## src/rtl/tagged_multi_fifo_pkg.sv

```systemverilog
// Shared helpers and constants for the tag-routed multi-channel FIFO.
// Sizes are derived here so the interface, top and channels agree.
package tagged_fifo_pkg;

    localparam int ERR_OVF = 0;
    localparam int ERR_UDF = 1;
    localparam int ERR_TAG = 2;

    typedef logic [2:0] err_t;

    function automatic int clog2(input int v);
        int r;
        r = 0;
        while ((1 << r) < v) r++;
        return r;
    endfunction

    function automatic int tag_w(input int nch);
        return (clog2(nch) < 1) ? 1 : clog2(nch);
    endfunction

endpackage

```

## src/rtl/tagged_multi_fifo_if.sv

```systemverilog
// Producer/consumer bus of the tagged multi-channel FIFO.
// master drives writes and pops; slave is the FIFO itself.
interface tagged_multi_fifo_if #(
    parameter int DW    = 8,
    parameter int NCH   = 2,
    parameter int DEPTH = 8
);
    import tagged_fifo_pkg::*;

    localparam int AW = clog2(DEPTH);

    logic                  wr;
    logic [DW-1:0]         datain;
    logic [NCH-1:0]        rd;
    logic [DW-1:0]         dataout;
    logic                  valid_out;
    logic [NCH-1:0]        full;
    logic [NCH-1:0]        empty;
    logic [NCH-1:0]        almost_full;
    logic [NCH*(AW+1)-1:0] count;
    err_t                  err;

    modport master (
        output wr, datain, rd,
        input  dataout, valid_out, full, empty,
        input  almost_full, count, err
    );

    modport slave (
        input  wr, datain, rd,
        output dataout, valid_out, full, empty,
        output almost_full, count, err
    );

endinterface

```

## src/rtl/tagged_multi_fifo_channel.sv

```systemverilog
// One circular queue with occupancy count and registered flags.
// Push is accepted when not full or when a pop frees a slot this edge.
module fifo_channel
    import tagged_fifo_pkg::*;
#(
    parameter int DW     = 8,
    parameter int DEPTH  = 8,
    parameter int AF_LVL = 6,
    localparam int AW    = clog2(DEPTH)
) (
    input  logic          ck,
    input  logic          rst,
    input  logic          push,
    input  logic          pop,
    input  logic [DW-1:0] wdata,
    output logic [DW-1:0] rdata,
    output logic          full,
    output logic          empty,
    output logic          almost_full,
    output logic [AW:0]   count
);

    localparam logic [AW-1:0] PTR_ONE  = AW'(1);
    localparam logic [AW:0]   CNT_ONE  = (AW+1)'(1);
    localparam logic [AW:0]   CNT_FULL = (AW+1)'(DEPTH);
    localparam logic [AW:0]   CNT_AF   = (AW+1)'(AF_LVL);

    logic [DW-1:0] mem_q [DEPTH];
    logic [AW-1:0] wptr_q, wptr_d;
    logic [AW-1:0] rptr_q, rptr_d;
    logic [AW:0]   count_q, count_d;
    logic          full_q, full_d;
    logic          empty_q, empty_d;
    logic          af_q, af_d;
    logic          do_push, do_pop;

    always_comb begin
        do_pop  = pop && !empty_q;
        do_push = push && (!full_q || do_pop);
        wptr_d  = wptr_q;
        rptr_d  = rptr_q;
        count_d = count_q;
        if (do_push) wptr_d = wptr_q + PTR_ONE;
        if (do_pop)  rptr_d = rptr_q + PTR_ONE;
        if (do_push && !do_pop)
            count_d = count_q + CNT_ONE;
        else if (do_pop && !do_push)
            count_d = count_q - CNT_ONE;
        // Flags follow the next count so they are exact right after the edge.
        full_d  = (count_d == CNT_FULL);
        empty_d = (count_d == '0);
        af_d    = (count_d >= CNT_AF);
    end

    always_ff @(posedge ck or posedge rst) begin
        if (rst) begin
            wptr_q  <= '0;
            rptr_q  <= '0;
            count_q <= '0;
            full_q  <= 1'b0;
            empty_q <= 1'b1;
            af_q    <= 1'b0;
        end else begin
            wptr_q  <= wptr_d;
            rptr_q  <= rptr_d;
            count_q <= count_d;
            full_q  <= full_d;
            empty_q <= empty_d;
            af_q    <= af_d;
        end
    end

    always_ff @(posedge ck) begin
        if (do_push) mem_q[wptr_q] <= wdata;
    end

    assign rdata       = mem_q[rptr_q];
    assign full        = full_q;
    assign empty       = empty_q;
    assign almost_full = af_q;
    assign count       = count_q;

endmodule

```

## src/rtl/tagged_multi_fifo.sv

```systemverilog
// N-channel FIFO: words are steered by MSB tag bits, popped by the
// lowest asserted rd bit onto one registered shared output.
module tagged_multi_fifo
    import tagged_fifo_pkg::*;
#(
    parameter int DW     = 8,
    parameter int NCH    = 2,
    parameter int DEPTH  = 8,
    parameter int AF_LVL = 6
) (
    input logic                ck,
    input logic                rst,
    tagged_multi_fifo_if.slave bus
);

    localparam int TW = tag_w(NCH);
    localparam int AW = clog2(DEPTH);
    localparam int CW = AW + 1;
    localparam logic [TW:0] NCH_T = (TW+1)'(NCH);

    logic [TW-1:0]  tag;
    logic [TW-1:0]  sel_idx;
    logic           sel_any;
    logic [NCH-1:0] push, pop;
    logic [NCH-1:0] full, empty, af;
    logic [DW-1:0]  rdata [NCH];
    logic [CW-1:0]  cnt [NCH];
    logic           bad_tag, ovf, udf;

    logic [DW-1:0]  dataout_q, dataout_d;
    logic           valid_q, valid_d;
    err_t           err_q, err_d;

    always_comb begin
        tag     = bus.datain[DW-1 -: TW];
        bad_tag = bus.wr && ({1'b0, tag} >= NCH_T);
        sel_any = 1'b0;
        sel_idx = '0;
        // Descending scan leaves the lowest requesting channel selected.
        for (int k = NCH - 1; k >= 0; k--) begin
            if (bus.rd[k]) begin
                sel_any = 1'b1;
                sel_idx = TW'(k);
            end
        end
        push      = '0;
        pop       = '0;
        ovf       = 1'b0;
        udf       = 1'b0;
        dataout_d = dataout_q;
        for (int k = 0; k < NCH; k++) begin
            push[k] = bus.wr && (tag == TW'(k));
            pop[k]  = sel_any && (sel_idx == TW'(k)) && !empty[k];
            ovf     = ovf | (push[k] && full[k] && !pop[k]);
            udf     = udf | (sel_any && (sel_idx == TW'(k)) && empty[k]);
            if (pop[k]) dataout_d = rdata[k];
        end
        valid_d          = |pop;
        err_d            = err_q;
        err_d[ERR_OVF]   = err_q[ERR_OVF] | ovf;
        err_d[ERR_UDF]   = err_q[ERR_UDF] | udf;
        err_d[ERR_TAG]   = err_q[ERR_TAG] | bad_tag;
    end

    always_ff @(posedge ck or posedge rst) begin
        if (rst) begin
            dataout_q <= '0;
            valid_q   <= 1'b0;
            err_q     <= '0;
        end else begin
            dataout_q <= dataout_d;
            valid_q   <= valid_d;
            err_q     <= err_d;
        end
    end

    for (genvar k = 0; k < NCH; k++) begin : g_ch
        fifo_channel #(
            .DW    (DW),
            .DEPTH (DEPTH),
            .AF_LVL(AF_LVL)
        ) u_ch (
            .ck         (ck),
            .rst        (rst),
            .push       (push[k]),
            .pop        (pop[k]),
            .wdata      (bus.datain),
            .rdata      (rdata[k]),
            .full       (full[k]),
            .empty      (empty[k]),
            .almost_full(af[k]),
            .count      (cnt[k])
        );
        assign bus.count[k*CW +: CW] = cnt[k];
    end

    assign bus.dataout     = dataout_q;
    assign bus.valid_out   = valid_q;
    assign bus.full        = full;
    assign bus.empty       = empty;
    assign bus.almost_full = af;
    assign bus.err         = err_q;

endmodule

```

## src/flat_wrapper.sv

```systemverilog
// flat-port wrapper written by rule: the top's interface ports become plain ports
module tagged_multi_fifo_flat import tagged_fifo_pkg::*;
#(
    parameter int DW     = 8,
    parameter int NCH    = 2,
    parameter int DEPTH  = 8,
    parameter int AF_LVL = 6
)
  (ck, rst, bus_wr, bus_datain, bus_rd, bus_dataout, bus_valid_out, bus_full, bus_empty, bus_almost_full, bus_count, bus_err);
  tagged_multi_fifo_if #(.DW(DW), .NCH(NCH), .DEPTH(DEPTH)) bus_i ();
  input logic ck;
  input logic rst;
  input wire logic [$bits(bus_i.wr)-1:0] bus_wr;
  input wire logic [$bits(bus_i.datain)-1:0] bus_datain;
  input wire logic [$bits(bus_i.rd)-1:0] bus_rd;
  output wire logic [$bits(bus_i.dataout)-1:0] bus_dataout;
  output wire logic [$bits(bus_i.valid_out)-1:0] bus_valid_out;
  output wire logic [$bits(bus_i.full)-1:0] bus_full;
  output wire logic [$bits(bus_i.empty)-1:0] bus_empty;
  output wire logic [$bits(bus_i.almost_full)-1:0] bus_almost_full;
  output wire logic [$bits(bus_i.count)-1:0] bus_count;
  output wire logic [$bits(bus_i.err)-1:0] bus_err;
  assign bus_i.wr = bus_wr;
  assign bus_i.datain = bus_datain;
  assign bus_i.rd = bus_rd;
  assign bus_dataout = bus_i.dataout;
  assign bus_valid_out = bus_i.valid_out;
  assign bus_full = bus_i.full;
  assign bus_empty = bus_i.empty;
  assign bus_almost_full = bus_i.almost_full;
  assign bus_count = bus_i.count;
  assign bus_err = bus_i.err;
  tagged_multi_fifo #(.DW(DW), .NCH(NCH), .DEPTH(DEPTH), .AF_LVL(AF_LVL)) u_core (.ck(ck), .rst(rst), .bus(bus_i));
endmodule
```

## config.mk

```make
export PLATFORM = sky130hd
export DESIGN_NAME = tagged_multi_fifo_flat
export DESIGN_NICKNAME = d
export VERILOG_FILES = /design/src/rtl/tagged_multi_fifo_pkg.sv /design/src/rtl/tagged_multi_fifo_if.sv /design/src/rtl/tagged_multi_fifo_channel.sv /design/src/rtl/tagged_multi_fifo.sv /design/src/flat_wrapper.sv
export SDC_FILE = /design/constraint.sdc
export NUM_CORES = 1
export LEC_CHECK = 0
export CAP_MARGIN = 30
export CORE_MARGIN = 3
export CORE_UTILIZATION = 53
export DETAILED_ROUTE_END_ITERATION = 8
export PLACE_DENSITY = 0.73
export SYNTH_ARGS = -nofsm -noshare
export SYNTH_HDL_FRONTEND = slang
export SYNTH_SLANG_ARGS = --single-unit
export TNS_END_PERCENT = 50
```

## constraint.sdc

```tcl
create_clock -name ck -period 2.07 [get_ports ck]
set_input_delay 0.414 -clock ck [delete_from_list [all_inputs] [get_ports ck]]
set_output_delay 0.414 -clock ck [all_outputs]
set_load 0.01 [all_outputs]
```

==> metrics.md, run 1 <==
| Metric | Value |
|---|---|
| Final #Nets | 472 |
| Synth Area in Compound Gates | 4.29% |
| CP endpoint kind | flop |
| Mapped Area | 0.00671 sq mm |
| Post-route design area | around 0.0081 sq mm |
| Switching Share | between 20 and 30% |
| Reg power frac | 40.8% |
| Synth Area in Adders | between 1 and 1.5% |
| WP data arrival | around 2.3 ns |
| Largest family of logic cells by synthesized area | multiplexers |
| IO Pins | 39 |
| Syn Inst Count | 377 |
| Clk buf depth | 2 |
| Fin util | between 60% and 70% |
| Placed insts | 600 |
| Syn Area/Cell | 17.8 sq um |
| Worst-Skew Late Latency | 0.42 ns |
| Filler cells | 840 |
| Routability Congestion | 0.789 |
| F_max | just over 500 MHz |
| Total Routing Usage GR | 18.5% |
| Non-filler instance count after layout | about 630 |
| Post-synth EDFFs | 128 |
| Sequential share of the synthesized area | 71.2% |
| Logic pwr share | a little under a third |
| Most used DFF post-synth | edfxtp_1 |
| Total wire length | 12400 microns |
| Met2 wire len | 6130 microns |
| # Post-CTS Setup Buffers | 0 |
| Die Ht | 118 microns |
| M1 WL | 5480 microns |
| Layout cells sized above 1 | 25.4% |
| Row cnt | 40 |
| Internal Pwr Total | 7.95 mW |
| Post-synth top area share | 57.3% |
| Post-CTS Hold Fix Bufs | 0 |
| Crit share post-route | 95.2% |
| Crit start category | primary input |
| TritonCTS Sinks | 165 |
| Global route total overflow | 0 |
| CP required | 2.38 ns |
| TritonCTS clock tree | done |
| First-pass GRT wire length | 19400 microns |
| Max Used Layer | met4 |
| H-tree lvl count | 4 |
| Clock transition at path regs | 0.06 ns |
| #FFs+latches synth | 165 |
| Initial DRC Count | 313 |
| Count leader, synth | edfxtp_1 |
| Leak | 2.87 nW |
| Synth top area cells | edfxtp_1, dfrtp_1, mux4_2, ha_1, mux2i_1 |
| Rel. slew slack | 61.1% |
| First-pass DRT Iterations | 4 |
| HP Class | in -> async |
| Synth cell types | 50 |
| Post-Synth XOR/XNOR Area | under 10% |
| Clock skew | around 0.0073 ns |
| Switching pwr | 3.27 mW |
| Vias post-DR | 3470 |
| Drt via density | 5.49 |
| Flop-to-flop setup slack | 0.18 ns |
| Final ANT Viol Nets | 0 |
| Final setup fails | 0 |
| Initial Util | 54.9% |
| Post-synthesis mux area share | 12.6% |
| Number of I/O port buffers | 37 |
| Final Slew Violations | 0 |
| Multi-input gate area | 0.00177 sq mm |
| Worst reg2reg path endpoint | u_core.g_ch[1].u_ch.almost_full$_DFF_PP0_ |
| Post-CTS sizing | 0 |
| Met3 WL | 534 microns |
| Initial antenna violation count | 0 |
| Detail Placement HPWL | 8290 microns |
| Placed Area | 0.00749 sq mm |
| Max Cap Viol | 0 |
| Tmin final | between 1.5 and 2 ns |
| Wirelength per Cell | 19.6 microns |
| Die Footprint | 0.0140 sq mm |
| Synth cell count leaders | edfxtp_1, dfrtp_1, mux4_2 |
| Clk pwr share | 28.8% |
| Area Overhead vs Synth | 20.8% |
| Worst hold slack | 0.413 ns |
| Synth Area in Simple Gates | 5.84% |
| Kind of critical path | in -> reg |
| Unrepaired setup endpoints after global routing | no |
| Outcome | finished clean |
| Core box area | 0.0122 sq mm |
| Synth async-reset ratio | 22.4% |
| Worst slew pin tran | 0.582 ns |
| DRC Markers | 0 |
| Worst R2R Start | u_core.g_ch[1].u_ch.empty$_DFF_PP1_ |
| Die Span X | 118 microns |
| Crit Path Max Fanout | 21 |
| Reg2reg path depth | 6 |
| Synth warn | 0 |
| Vias in the first global route | 3555 |
| Cts bufs inserted | 17 |
| PD cells | 1380 mW/mm^2 |
| Pin count of the biggest net entering global routing | 38 |
| Diodes inserted | 0 |
| Design Power | 11.2 mW |
| Max IR drop VDD | a little under 0.7 mV |
| Syn nets | just under 400 |
| Yosys top cell by area | edfxtp_1 |
| Final Hold Fails | 0 |
| Root Driver | clkbuf_16 |
| Sequential cell area | 0.00477 sq mm |
sequential cells by signal, indices dropped and copies added (netlist names):
signal / cells
u_core.bus.dataout: 8
u_core.bus.err: 2
u_core.bus.valid_out: 1
u_core.g_ch.u_ch.almost_full: 2
u_core.g_ch.u_ch.count: 8
u_core.g_ch.u_ch.empty: 2
u_core.g_ch.u_ch.full: 2
u_core.g_ch.u_ch.mem_q: 128
u_core.g_ch.u_ch.rptr_q: 6
u_core.g_ch.u_ch.wptr_q: 6
power by group through the flow:
stage | sequential, mW | clock [mW] | combinational [mW]
finish | 4.58 | 3.23 | 3.41
global route | 4.64 | 3.43 | 3.70
CTS | 4.58 | 3.28 | 3.47
detailed placement | 4.64 | 0 | 3.44
global placement | 4.62 | 0 | 3.35
floorplan | 4.58 | 0 | 2.22
kinds of logic after synthesis:
group	Yosys count
muxes	44
buffers and inverters	31
xor gates and xnor gates	14
adders and majority gates	8
DFF	165
and+or+nand+nor	77
other	1
AOI/OAI and AO/OA	37
worst max-delay path, stage by stage:
cell	delay, ns
clkdlybuf4s50_1	0.48
or3b_1	0.43
buf_4	0.24
mux2i_1	0.20
xor2_1	0.25
inv_1	0.10
a21o_1	0.18
routing by layer:
metal  up-vias  GRT usage, %
li1       1600             -
met1      1755          24.2
met2        94          29.4
met3        21          5.41
met4         0          7.53
met5         -             0
how the worst max path moves through the flow:
stage	from	endpoint	cells after the start
after floorplan	bus_rd[0]	u_core.g_ch[1].u_ch.mem_q[1][0]$_DFFE_PP_	5
after global placement	bus_rd[0]	u_core.g_ch[1].u_ch.mem_q[6][1]$_DFFE_PP_	6
after detailed placement	bus_rd[0]	u_core.g_ch[1].u_ch.mem_q[1][5]$_DFFE_PP_	6
after CTS	u_core.g_ch[1].u_ch.empty$_DFF_PP1_	bus_empty[1]	1
after global routing	bus_rd[0]	u_core.g_ch[0].u_ch.mem_q[0][3]$_DFFE_PP_	8
final	bus_rd[0]	u_core.g_ch[1].u_ch.almost_full$_DFF_PP0_	7
through the flow:
| step | setup TNS (ns) | setup WS (ns) |
|---|---|---|
| 6_report | 0 | 0.0991 |
| 3_3_place_gp | -30.27 | -0.271 |
| 4_1_cts | 0 | 0.0834 |
| 3_5_place_dp | -34.86 | -0.337 |
| 2_1_floorplan | -1.43 | -0.179 |
| 5_1_grt | 0 | 0.0215 |
cell type report:
type / instances / area share (%)
flip-flops and latches: 165 / 58.9
multi-input cells: 181 / 21.9
repair buffers: 77 / 8.59
clock buffers: 19 / 5.34
well taps: 168 / 2.59
clock inverters: 13 / 2.24
inverters: 9 / 0.417
placed cells by master (no fill, tap or decap), drive strengths merged, types with 7 or more instances in the layout:
cell	netlist	layout
nor2	16	16
clkdlybuf4s50	0	37
nand2	23	23
o211ai	8	8
dfrtp	35	35
mux2i	9	9
nand3	13	13
clkbuf	5	19
nand2b	8	8
clkinv	2	7
edfxtp	128	128
buf	17	40
a22oi	8	8
xnor2	9	9
mux4	32	32
ha	8	8
inv	7	8
Power figures use the tool's default switching activity.
==> run 2, diff against run 1 <==
- SKIP_CTS_REPAIR_TIMING: default -> 1
==> results of run 2 <==
The final DEF is identical to that of run 1; final timing and power are the same.
==> run 3, diff against run 2 <==
- CORE_UTILIZATION: 53 -> 57
- DONT_BUFFER_PORTS: default -> 1
- SYNTH_HIERARCHICAL: default -> 1
==> run 3 against run 2 <==
Worst setup slack worse by 0.031 ns. Largest power group unchanged. Design area decreased by 2.2%. Register-to-register slack worse by 0.11 ns. Fmax down 1.5%. Worst hold slack got worse by 0.32 ns. Critical endpoint is now u_core/g_ch[0].u_ch/empty$_DFF_PP1_. Critical path depth did not move. Combinational power decreased by 6%. Clock skew is 0.0015 ns higher. Non-clock buffer count is 45 lower. Total power is 1.9% lower. Sequential share of layout area grew 1.3 points. Area after synthesis up 2.4%.
==> metrics.md, run 3 <==
| Metric | Value |
|---|---|
| Global route total overflow | 0 |
| Most flops, register | u_core/g_ch.u_ch/mem_q |
| Total Routing Usage GR | 21.2% |
| Final Slew Violations | 0 |
| Total wire length | 12900 microns |
| Flop-to-flop setup slack | 0.07 ns |
| Syn nets | between 400 and 500 |
| Core box area | 0.0116 sq mm |
| WHS Path Cells | 0 |
| Initial antenna violation count | 0 |
| Design Power | 11.0 mW |
| Die Span X | around 120 microns |
| Clock transition at path regs | ~0.07 ns |
| Unrepaired setup endpoints after global routing | no |
| Crit start category | flop |
| Most frequent cells in the layout | edfxtp_1, dfrtp_1, mux4_2, buf_4 |
| Outcome | finished clean |
| HP Class | in -> reg |
| Worst R2R Start | u_core/g_ch[0].u_ch/empty$_DFF_PP1_ |
| First-pass GRT wire length | 20300 microns |
| Initial Util | between 50% and 60% |
| CP required | 2.40 ns |
| TritonCTS Sinks | 165 |
| Final Hold Fails | 0 |
| Sequential share of the synthesized area | 69.5% |
| Placed Area | approximately 0.0073 sq mm |
| Post-synth top area share | 56.0% |
| Post-route design area | 0.00792 sq mm |
| Crit share post-route | 96.7% |
| Initial DRC Count | 290 |
| Crit Path Max Fanout | 5 |
| Detail Placement HPWL | ~8500 microns |
| Sequential cell area | 0.00477 sq mm |
| F_max | 500 MHz |
| Pin count of the biggest net entering global routing | 19 |
| Count leader, synth | edfxtp_1 |
| Max FFs per register | 128 |
| Area Overhead vs Synth | 15.4% |
| First-pass DRT Iterations | 4 |
| Wirelength per Cell | approximately 22 microns |
| Mapped Area | approximately 0.0069 sq mm |
| Worst hold endpoint | u_core/g_ch[1].u_ch/mem_q[4][3]$_DFFE_PP_ |
| Clk buf depth | 2 |
| Reg2reg path depth | 7 |
| Filler cells | 774 |
| Tmin final | 2.00 ns |
| Routability Congestion | ~0.79 |
| Worst slew pin tran | 0.516 ns |
| Clock skew | 0.00879 ns |
| H-tree lvl count | 4 |
| Syn Area/Cell | 17.9 sq um |
| Root Driver | clkbuf_16 |
| Setup TNS | 0 ns |
| CP endpoint kind | flop |
| Leak | 2.81 nW |
| Kind of critical path | reg -> reg |
| Worst hold slack | 0.0950 ns |
| Worst-Skew Late Latency | 0.41 ns |
| DRC Markers | 0 |
| Diodes inserted | 0 |
| Most common cell after layout, fill and taps aside | edfxtp_1 |
| Synth async-reset ratio | 22.4% |
| IO Pins | 39 |
| Multi-input gate area | 0.00204 sq mm |
| Die Footprint | 0.0134 sq mm |
| Synth cell types | 54 |
| Synth warn | 6 |
| Final setup fails | 0 |
| Rel. slew slack | 65.6% |
| Max Cap Viol | 0 |
| Final ANT Viol Nets | 0 |
| TritonCTS clock tree | done |
| Max IR drop VDD | 1.22 mV |
| Yosys top cell by area | edfxtp_1 |
| Vias in the first global route | roughly 3500 |
| Layout cells sized above 1 | 31.2% |
| Vias post-DR | 3417 |
| Most used DFF post-synth | edfxtp_1 |
| Die Ht | 116 microns |
| Post-synth EDFFs | 128 |
| PD cells | 1390 mW/mm^2 |
| Cts bufs inserted | 17 |
| Syn Inst Count | 384 |
| #FFs+latches synth | 165 |
| HP Start | bus_datain[3] |
| Drt via density | 5.93 |
| Row cnt | 39 |
| Synth top area cells | edfxtp_1, dfrtp_1, mux4_2, mux2_2, mux4_1 |
| Final #Nets | 441 |
| WP data arrival | 2.33 ns |
| Synth cell count leaders | edfxtp_1, dfrtp_1, mux4_2 |
| Worst reg2reg path endpoint | u_core/g_ch[0].u_ch/empty$_DFF_PP1_ |
| Number of I/O port buffers | 0 |
-- run 3: worst max path at each step --
stage | end | start | slack, ns
floorplan | u_core/g_ch[1].u_ch/mem_q[0][0]$_DFFE_PP_ | bus_rd[0] | -0.23
global placement | u_core/g_ch[1].u_ch/mem_q[1][5]$_DFFE_PP_ | bus_rd[0] | 0.02
detailed placement | u_core/g_ch[1].u_ch/mem_q[1][2]$_DFFE_PP_ | bus_rd[0] | -0.02
CTS | u_core/g_ch[1].u_ch/mem_q[1][4]$_DFFE_PP_ | u_core/g_ch[1].u_ch/empty$_DFF_PP1_ | 0.001
global route | u_core/g_ch[1].u_ch/mem_q[7][3]$_DFFE_PP_ | u_core/g_ch[1].u_ch/empty$_DFF_PP1_ | 0.005
finish | u_core/g_ch[0].u_ch/empty$_DFF_PP1_ | u_core/g_ch[0].u_ch/empty$_DFF_PP1_ | 0.07
-- run 3: critical path, stage by stage (launching register included) --
cell and delay (ns):
dfstp_2 0.37, or2b_1 0.24, inv_1 0.16, buf_4 0.14
and2b_1 0.22, nor3_2 0.10, or3_1 0.40, a211oi_2 0.27
-- run 3: metrics by stage --
| stage | cells | utilization (%) | setup WS, ns |
|---|---|---|---|
| 2_1_floorplan | 384 | - | -0.233 |
| 3_3_place_gp | 542 | 62.6 | 0.0218 |
| 3_5_place_dp | 542 | 62.6 | -0.0211 |
| 4_1_cts | 574 | 67.6 | 0.00118 |
| 5_1_grt | 576 | 68.2 | 0.00475 |
| 6_report | 576 | 68.2 | 0.0682 |
-- run 3: report_power, final --
part / total, mW / internal [mW] / switching, mW
sequential: 4.74 / 4.15 / 0.597
combinational: 3.21 / 1.65 / 1.56
clock: 3.05 / 1.78 / 1.27
total: 11.0 / 7.57 / 3.43
-- run 3: routing by layer --
layer	wire length, microns	track usage (%)	share of wire, %
met1	5780	29.4	45
met2	6470	33.3	50
met3	511	6.06	4.0
met4	142	6.42	1.1
met5	0	0	0
-- run 3: final cells by class --
type	count	area share, %
sequential	165	60.2
clock inverter	15	1.97
inverter	11	0.521
clock buffer	17	5.37
timing repair buffer	32	3.85
tap	143	2.26
multi-input combinational	193	25.8
-- run 3: kinds of logic after synthesis --
family | Yosys count | synth area share (%)
XOR/XNOR | 13 | 1.66
AO/OA/AOI/OAI | 30 | 3.12
multiplexers | 59 | 15.0
other | 1 | 0.0546
flip-flops | 165 | 69.5
adder cells (fa/ha/maj) | 8 | 1.46
buffers and inverters | 26 | 2.81
AND/OR/NAND/NOR | 82 | 6.36
